## config.mk

```make
export PLATFORM = sky130hd
export DESIGN_NAME = alu_ft_bist_nway
export DESIGN_NICKNAME = d
export VERILOG_FILES = /design/src/rtl/alu_ft_bist_nway.sv
export SDC_FILE = /design/constraint.sdc
export NUM_CORES = 2
export LEC_CHECK = 0
export ABC_AREA = 1
export BUFFER_PORTS_ARGS = -buffer_cell sky130_fd_sc_hd__buf_2
export CAP_MARGIN = 10
export CORE_ASPECT_RATIO = 1.5
export CORE_MARGIN = 1
export CORE_UTILIZATION = 55
export CTS_CLUSTER_DIAMETER = 150
export CTS_CLUSTER_SIZE = 12
export DETAILED_ROUTE_END_ITERATION = 7
export GPL_TIMING_DRIVEN = 0
export HOLD_SLACK_MARGIN = 0.08
export PLACE_DENSITY = 0.74
export SYNTH_ARGS = -nofsm -noshare
export SYNTH_HDL_FRONTEND = slang
export SYNTH_SLANG_ARGS = --single-unit
```

## constraint.sdc

```tcl
create_clock -name clk -period 6.3 [get_ports clk]
set_input_delay 0.315 -clock clk [delete_from_list [all_inputs] [get_ports clk]]
set_output_delay 0.315 -clock clk [all_outputs]
set_load 0.03 [all_outputs]
```

## src/rtl/alu_ft_bist_nway.sv

```systemverilog
// N-way fault-tolerant ALU: identical lanes, one tested at a time by an LFSR/MISR BIST engine.
// Datapath is combinational; BIST control is registered and retires lanes whose signature mismatches.
module alu_ft_bist_nway #(
  parameter int          WIDTH        = 32,
  parameter int          NUM_UNITS    = 3,
  parameter int          NUM_PATTERNS = 64,
  parameter logic [31:0] LFSR_SEED    = 32'hACE1_0001,
  parameter logic [31:0] LFSR_TAPS    = 32'h8020_0003,
  parameter logic [31:0] MISR_TAPS    = 32'h04C1_1DB7,
  parameter logic [31:0] GOLDEN_SIG   = 32'h0,
  parameter int          AUTO_PERIOD  = 0
) (
  input  logic                         clk,
  input  logic                         rst,
  input  logic [WIDTH-1:0]             A,
  input  logic [WIDTH-1:0]             B,
  input  logic [2:0]                   ALUControl,
  input  logic [NUM_UNITS-1:0]         force_fault,
  input  logic                         bist_start,
  output logic [WIDTH-1:0]             Result,
  output logic                         Carry,
  output logic                         OverFlow,
  output logic                         Zero,
  output logic                         Negative,
  output logic                         bist_busy,
  output logic                         bist_done,
  output logic                         bist_pass,
  output logic [NUM_UNITS-1:0]         fault_map,
  output logic [$clog2(NUM_UNITS)-1:0] active_unit,
  output logic                         degraded
);
  localparam int UW  = $clog2(NUM_UNITS);
  localparam int SHW = $clog2(WIDTH);
  localparam int CW  = $clog2(NUM_PATTERNS + 1);
  localparam logic [WIDTH-1:0] SEED_W   = WIDTH'(LFSR_SEED);
  localparam logic [WIDTH-1:0] LTAPS_W  = WIDTH'(LFSR_TAPS);
  localparam logic [WIDTH-1:0] MTAPS_W  = WIDTH'(MISR_TAPS);
  localparam logic [WIDTH-1:0] GOLDEN_W = WIDTH'(GOLDEN_SIG);

  typedef enum logic [1:0] {S_IDLE, S_SEED, S_RUN, S_CHECK} state_t;

  state_t                 state_q;
  logic [WIDTH-1:0]       lfsr_q, misr_q, lfsr_d, misr_d;
  logic [CW-1:0]          cnt_q;
  logic [31:0]            timer_q;
  logic [UW-1:0]          target_q;
  logic [NUM_UNITS-1:0]   fault_map_q, map_d;
  logic                   done_q, pass_q, pass_d, auto_fire;
  logic [WIDTH-1:0]       lane_res [NUM_UNITS];
  logic [NUM_UNITS-1:0]   lane_c, lane_v;
  logic [WIDTH-1:0]       res_ut;
  logic                   c_ut;
  logic [UW-1:0]          first_h, second_h;
  logic [UW:0]            healthy_cnt;

  // Returns {overflow, carry, result}; SUB reuses the adder with inverted B and carry-in.
  function automatic logic [WIDTH+1:0] alu_eval(input logic [WIDTH-1:0] a, input logic [WIDTH-1:0] b,
                                                input logic [2:0] op);
    logic [WIDTH:0]   sum;
    logic [WIDTH-1:0] bx, r;
    logic             c, v;
    bx  = (op == 3'b001) ? ~b : b;
    sum = {1'b0, a} + {1'b0, bx} + {{WIDTH{1'b0}}, (op == 3'b001)};
    r = '0; c = 1'b0; v = 1'b0;
    case (op)
      3'b000, 3'b001: begin
        r = sum[WIDTH-1:0];
        c = sum[WIDTH];
        v = (a[WIDTH-1] == bx[WIDTH-1]) && (r[WIDTH-1] != a[WIDTH-1]);
      end
      3'b010:  r = a & b;
      3'b011:  r = a | b;
      3'b100:  r = a ^ b;
      3'b101:  r = {{(WIDTH-1){1'b0}}, ($signed(a) < $signed(b))};
      3'b110:  r = a >> b[SHW-1:0];
      default: r = b;
    endcase
    return {v, c, r};
  endfunction

  function automatic logic [UW-1:0] next_healthy(input logic [UW-1:0] cur, input logic [NUM_UNITS-1:0] map);
    logic [UW-1:0] wrap, hi;
    logic          hi_found;
    wrap = cur; hi = cur; hi_found = 1'b0;
    for (int j = NUM_UNITS - 1; j >= 0; j--) begin
      if (!map[j]) wrap = UW'(j);
      if (!map[j] && (UW'(j) > cur)) begin
        hi       = UW'(j);
        hi_found = 1'b1;
      end
    end
    return hi_found ? hi : wrap;
  endfunction

  for (genvar i = 0; i < NUM_UNITS; i++) begin : g_lane
    logic             under_test;
    logic [WIDTH-1:0] la, lb;
    logic [2:0]       lop;
    logic [WIDTH+1:0] o;
    always_comb begin
      under_test = bist_busy && (target_q == UW'(i));
      la  = under_test ? lfsr_q : A;
      lb  = under_test ? ~lfsr_q : B;
      lop = under_test ? lfsr_q[2:0] : ALUControl;
      o   = alu_eval(la, lb, lop);
    end
    assign lane_res[i] = o[WIDTH-1:0] ^ {{(WIDTH-1){1'b0}}, force_fault[i]};
    assign lane_c[i]   = o[WIDTH];
    assign lane_v[i]   = o[WIDTH+1];
  end

  // Lane selection depends only on registered BIST state, never on the operands.
  always_comb begin
    first_h = '0; second_h = '0; healthy_cnt = '0;
    for (int i = NUM_UNITS - 1; i >= 0; i--) if (!fault_map_q[i]) first_h = UW'(i);
    for (int i = NUM_UNITS - 1; i >= 0; i--) if (!fault_map_q[i] && (UW'(i) != first_h)) second_h = UW'(i);
    for (int i = 0; i < NUM_UNITS; i++) healthy_cnt = healthy_cnt + {{UW{1'b0}}, ~fault_map_q[i]};
    active_unit = (bist_busy && (first_h == target_q)) ? second_h : first_h;
  end

  always_comb begin
    Result = '0; Carry = 1'b0; OverFlow = 1'b0; res_ut = '0; c_ut = 1'b0;
    for (int i = 0; i < NUM_UNITS; i++) begin
      if (active_unit == UW'(i)) begin
        Result   = lane_res[i];
        Carry    = lane_c[i];
        OverFlow = lane_v[i];
      end
      if (target_q == UW'(i)) begin
        res_ut = lane_res[i];
        c_ut   = lane_c[i];
      end
    end
  end

  assign Zero      = (Result == '0);
  assign Negative  = Result[WIDTH-1];
  assign lfsr_d    = {lfsr_q[WIDTH-2:0], 1'b0} ^ (lfsr_q[WIDTH-1] ? LTAPS_W : '0);
  assign misr_d    = {misr_q[WIDTH-2:0], 1'b0} ^ (misr_q[WIDTH-1] ? MTAPS_W : '0) ^ res_ut
                     ^ {{(WIDTH-1){1'b0}}, c_ut};
  assign pass_d    = (misr_q == GOLDEN_W);
  assign map_d     = fault_map_q | (pass_d ? '0 : (NUM_UNITS'(1) << target_q));
  assign auto_fire = (AUTO_PERIOD > 0) && (state_q == S_IDLE) && (timer_q == 32'(AUTO_PERIOD - 1));

  always_ff @(posedge clk or negedge rst) begin
    if (!rst) begin
      state_q     <= S_IDLE;
      lfsr_q      <= SEED_W;
      misr_q      <= '0;
      cnt_q       <= '0;
      timer_q     <= '0;
      target_q    <= '0;
      fault_map_q <= '0;
      done_q      <= 1'b0;
      pass_q      <= 1'b0;
    end else begin
      done_q <= 1'b0;
      case (state_q)
        S_IDLE: begin
          if (AUTO_PERIOD > 0) timer_q <= auto_fire ? '0 : timer_q + 32'd1;
          // A test needs a spare lane to carry traffic while the target is busy.
          if ((bist_start || auto_fire) && (healthy_cnt >= (UW+1)'(2))) begin
            state_q <= S_SEED;
            timer_q <= '0;
          end
        end
        S_SEED: begin
          lfsr_q  <= SEED_W;
          misr_q  <= '0;
          cnt_q   <= '0;
          state_q <= S_RUN;
        end
        S_RUN: begin
          misr_q <= misr_d;
          lfsr_q <= lfsr_d;
          cnt_q  <= cnt_q + CW'(1);
          if (cnt_q == CW'(NUM_PATTERNS - 1)) state_q <= S_CHECK;
        end
        default: begin
          done_q      <= 1'b1;
          pass_q      <= pass_d;
          fault_map_q <= map_d;
          target_q    <= next_healthy(target_q, map_d);
          state_q     <= S_IDLE;
        end
      endcase
    end
  end

  assign bist_busy = (state_q != S_IDLE);
  assign bist_done = done_q;
  assign bist_pass = pass_q;
  assign fault_map = fault_map_q;
  assign degraded  = (healthy_cnt == (UW+1)'(1));
endmodule

```

==> results of run 1 <==
## cell usage after synthesis, types with 50 or more instances
library cell / n / area share (%)
xor2_1: 111 / 3.5
nor3_1: 50 / 0.90
nand2_1: 1338 / 18
nand4_1: 55 / 1.2
nand3_1: 825 / 15
dfrtp_1: 71 / 6.4
o21ai_1: 92 / 1.7
inv_1: 551 / 7.5
a21oi_1: 308 / 5.6
nor2_1: 335 / 4.5
o211ai_1: 50 / 1.4
buf_2: 70 / 1.3
ha_1: 364 / 16
o21ai_0: 244 / 4.4
clkbuf_1: 90 / 1.2
## logic make-up after synthesis
family	count (synthesis)	share of synthesized area (%)
DFF	80	7.25
AOI/OAI and AO/OA	925	19.3
xor gates and xnor gates	118	3.72
buffers and inverters	796	11.2
adders and majority gates	368	16.7
and+or+nand+nor	2690	41.8
## per-stage QoR
stage               instances  worst slack [ps]
floorplan                4977              1320
global placement         5757              -932
detailed placement       5760             -1010
CTS                      5775              30.8
## timing repair
item / in CTS
setup buffers: 3
endpoints found under the hold margin: 36
resized for setup: 75
pin swaps: 2
setup endpoints to repair: 36
hold buffers: 1
## layer usage
layer	track usage, %	overflow
met1	80.5	6
met2	98.8	585
met3	65.5	19
met4	86.0	336
met5	26.1	2
==> run_results.csv, run 1 <==
group,metric,value,unit
clock_network,clockRootBuffer,"clkbuf_16",
floorplan,die_h,277,um
clock_network,numCtsBuffers,9,
clock_network,htree_num_levels,3,
clock_network,clock_path_buffers,2,
global_route,grt_max_degree,42,
place,gp_congestion,1.29,
floorplan,ios,118,
logic_synthesis,synth.cell_area,0.0278,sq mm
logic_synthesis,async_flop_share,100,%
place,dp_hpwl,144000,um
floorplan,die_x,185,um
logic_synthesis,synth_warnings,0,
run_status,status,"stopped before the end",
logic_synthesis,synthFlopType,"dfrtp_1",
global_route,grt_overflow,948,
place,placed_area,0.0292,sq mm
global_route,grt_pass1_vias,42800,
logic_synthesis,ys_ff_latch,80,
logic_synthesis,synth_cells,4977,
floorplan,start_util,55.9,%
logic_synthesis,synth_edf_count,0,
logic_synthesis,avgSynthCellArea,5.58,sq um
run_status,haltStage,"global routing",
clock_network,cts_sinks,80,
global_route,grt_pass1_wl,320000,um
logic_synthesis,ys_types,57,
global_route,grt_use_total,81.8,%
logic_synthesis,seq_area_frac_synth,7.25,%
logic_synthesis,synth.net_count,5418,
run_status,firstError,"[ERROR GRT-0116] Global routing finished with congestion. Check the congestion regions in the DRC Viewer.",
floorplan,fp-row-count,100,
place,io_buffers,117,
==> run 2: changes to the inputs <==
==> config.mk (replaced) <==
export PLATFORM = sky130hd
export DESIGN_NAME = alu_ft_bist_nway
export DESIGN_NICKNAME = d
export VERILOG_FILES = /design/src/rtl/alu_ft_bist_nway.sv
export SDC_FILE = /design/constraint.sdc
export NUM_CORES = 2
export LEC_CHECK = 0
export ABC_AREA = 1
export BUFFER_PORTS_ARGS = -buffer_cell sky130_fd_sc_hd__buf_2
export CAP_MARGIN = 10
export CORE_MARGIN = 1
export CORE_UTILIZATION = 40
export DETAILED_ROUTE_END_ITERATION = 7
export GPL_TIMING_DRIVEN = 0
export PLACE_DENSITY_LB_ADDON = 0.15
export SYNTH_ARGS = -nofsm -noshare
export SYNTH_HDL_FRONTEND = slang
export SYNTH_SLANG_ARGS = --single-unit
==> run 2 against run 1 <==
  * The run now ends clean
  * Synthesized cell count unchanged
  * Synthesized area unchanged
==> run_results.csv, run 2 <==
group,metric,value,unit
worst_setup_path,worst-endpoint-arrival,5980,ps
sta,hold_violations,0,
sta,slew_headroom,7.59,%
global_route,grt_use_total,50.7,%
finish,nFillCells,7795,
sta,skew,18.5,ps
logic_synthesis,synth_warnings,0,
clock_network,cts_sinks,80,
drt,wl,186000,um
sta,fin_ws,0.0751,ps
job,max-cap-violations,0,
logic_synthesis,synth.net_count,5418,
clock_network,cts.clk_slew.worst_paths,70,ps
worst_hold_path,holdPathEnd,"state_q[1]$_DFFE_PN0P_",
logic_synthesis,synth.cell_area,0.0278,sq mm
place,gp_congestion,1.17,
finish,fin_cells,6064,
logic_synthesis,synthFlopType,"dfrtp_1",
drt,ant_nets,0,
drt,drt_first_iter_violations,6560,
worst_setup_path,start_kind,"register",
logic_synthesis,async_flop_share,100,%
run_status,status,"finished, final reports clean",
worst_setup_path,required,5980,ps
drt,vias_per_cell,6.38,
logic_synthesis,ys_ff_latch,80,
sta,holdWs,388,ps
floorplan,fp-row-count,96,
place,dp_hpwl,155000,um
logic_synthesis,ys_types,57,
place,placed_cells,6032,
floorplan,start_util,40.5,%
finish,top_regs,"lfsr_q: 32 flops, misr_q: 32 flops, cnt_q: 7 flops",
clock_network,cts_tree,"done",
worst_setup_path,r2r_cells,26,
finish,layout_commonest_cell,"nand2_1",
worst_hold_path,min_from,"bist_start",
clock_network,clockRootBuffer,"clkbuf_16",
global_route,grt_overflow,0,
logic_synthesis,yosysTopAreaCellShare,18.1,%
clock_network,numCtsBuffers,9,
place,io_buffers,117,
clock_network,clk_latency,390,ps
drt,drtPass1Iterations,7,
floorplan,core_area,0.0686,sq mm
drt,drc_errors,0,
clock_network,clock_path_buffers,2,
floorplan,fp.dieArea,0.0704,sq mm
global_route,antenna_found_initial,5,
sta,setup_violations,0,
logic_synthesis,yosysMostFrequentCell,"nand2_1",
finish,finalNetCount,5567,
logic_synthesis,yosys-top-cells-count,"nand2_1 (1338), nand3_1 (825), inv_1 (551)",
drt,post_drt_wl_per_cell,30.6,um
finish,final_cell_mix,"nand2_1 (1326), nand3_1 (809), inv_1 (545)",
finish,drive_above_1_share,9.24,%
worst_setup_path,end_kind,"primary output",
global_route,grt_pass1_vias,34400,
logic_synthesis,synth_edf_count,0,
logic_synthesis,synth_cells,4977,
logic_synthesis,synth_area_leaders,"nand2_1 (18%), ha_1 (16%), nand3_1 (15%)",
clock_network,htree_num_levels,3,
sta,tns,0,ps
worst_setup_path,startpoint,"state_q[0]$_DFFE_PN0P_",
worst_setup_path,crit_path_max_fanout,19,
sta,fmax,159,MHz
worst_setup_path,worst_r2r_endpoint,"misr_q[25]$_DFFE_PN0P_",
logic_synthesis,avgSynthCellArea,5.58,sq um
sta,min_period,6300,ps
worst_hold_path,hold_class,"primary input to register",
global_route,grt_pass1_wl,254000,um
floorplan,die_h,265,um
worst_setup_path,timing.rr.start,"state_q[0]$_DFFE_PN0P_",
floorplan,die_x,265,um
sta,period_share,100,%
global_route,grt_max_degree,48,
worst_setup_path,crit_type,"register to primary output",
worst_hold_path,hold_depth,6,
place,pre_cts_ws,-967,ps
drt,vias,38700,
worst_setup_path,rrSetupSlack,850,ps
finish,area_growth,11.3,%
floorplan,ios,118,
sta,worst_pin_slew,1370,ps
sta,slew_viol_final,0,
logic_synthesis,seq_area_frac_synth,7.25,%
logic_synthesis,synth_largest_area_cell,"nand2_1",
## run 2: through the flow
stage	util, %	cell area, sq um
after detailed placement	43.1	29600
after global placement	43.0	29500
after global routing	45.0	30900
after CTS	44.0	30200
after floorplan	-	27800
final	45.0	30900
## run 2: kinds of logic after synthesis
family	Yosys count	share of synthesized area, %
simple gates	2690	41.8
compound gates	925	19.3
buf+inv	796	11.2
fa+ha+maj	368	16.7
xor+xnor	118	3.72
flops	80	7.25
## run 2: worst max path at each step
stage / to / slack (ps) / cells past startpoint
floorplan: Zero / 1320 / 25
global placement: Zero / -1180 / 28
detailed placement: Zero / -970 / 26
CTS: Zero / 0.02 / 31
global route: Zero / -10 / 29
finish: Zero / 0.08 / 27
## run 2: area by class of cell
cell class	count	area, sq um	area share, %
multi-input combinational	4101	23400	75.7
timing repair buffer	145	850	2.75
tap	931	1160	3.77
clock inverter	7	52.6	0.170
clock buffer	9	225	0.729
antenna	2	5.00	0.0162
sequential	80	2010	6.52
buffer	204	983	3.18
inverter	585	2210	7.17
## run 2: critical path, cell delays in order (launching register included)
cell and delay [ps]:
dfrtp_1 400, inv_1 150, ha_4 270, inv_4 100
nand3_1 160, buf_4 210, nand2_1 70, nand2_1 340
inv_2 310, xor2_1 270, fa_1 420, nand2_1 110
nand3_1 100, and2_1 240, a21oi_2 270, o21ai_2 130
xnor2_1 190, nor2_1 60, nor2_1 190, nand2_1 190
nand3_1 210, nand3_2 220, nor2_4 220, nand4_1 210
nor2_1 160, nand4_1 90, nor2_1 80, buf_2 200
## run 2: layer usage
| layer | GRT usage, % | vias up | routed length, um |
|---|---|---|---|
| met5 | 0 | - | 157 |
| met3 | 18.5 | 739 | 27300 |
| met1 | 63.4 | 17900 | 69900 |
| met4 | 36.3 | 6 | 16600 |
| met2 | 71.3 | 3002 | 71900 |
| li1 | - | 17000 | - |
## run 2: timing repair
action                                 in CTS  in global routing
endpoints found under the hold margin      33                  0
resized for setup                         112                168
pin swaps                                   2                 10
setup buffers                               2                 18
hold buffers                                1                  0
setup endpoints to repair                  37                 10
Power of run 2 is not shown: default switching activity piles up to over one toggle a cycle in this logic, so the estimate is an artifact.
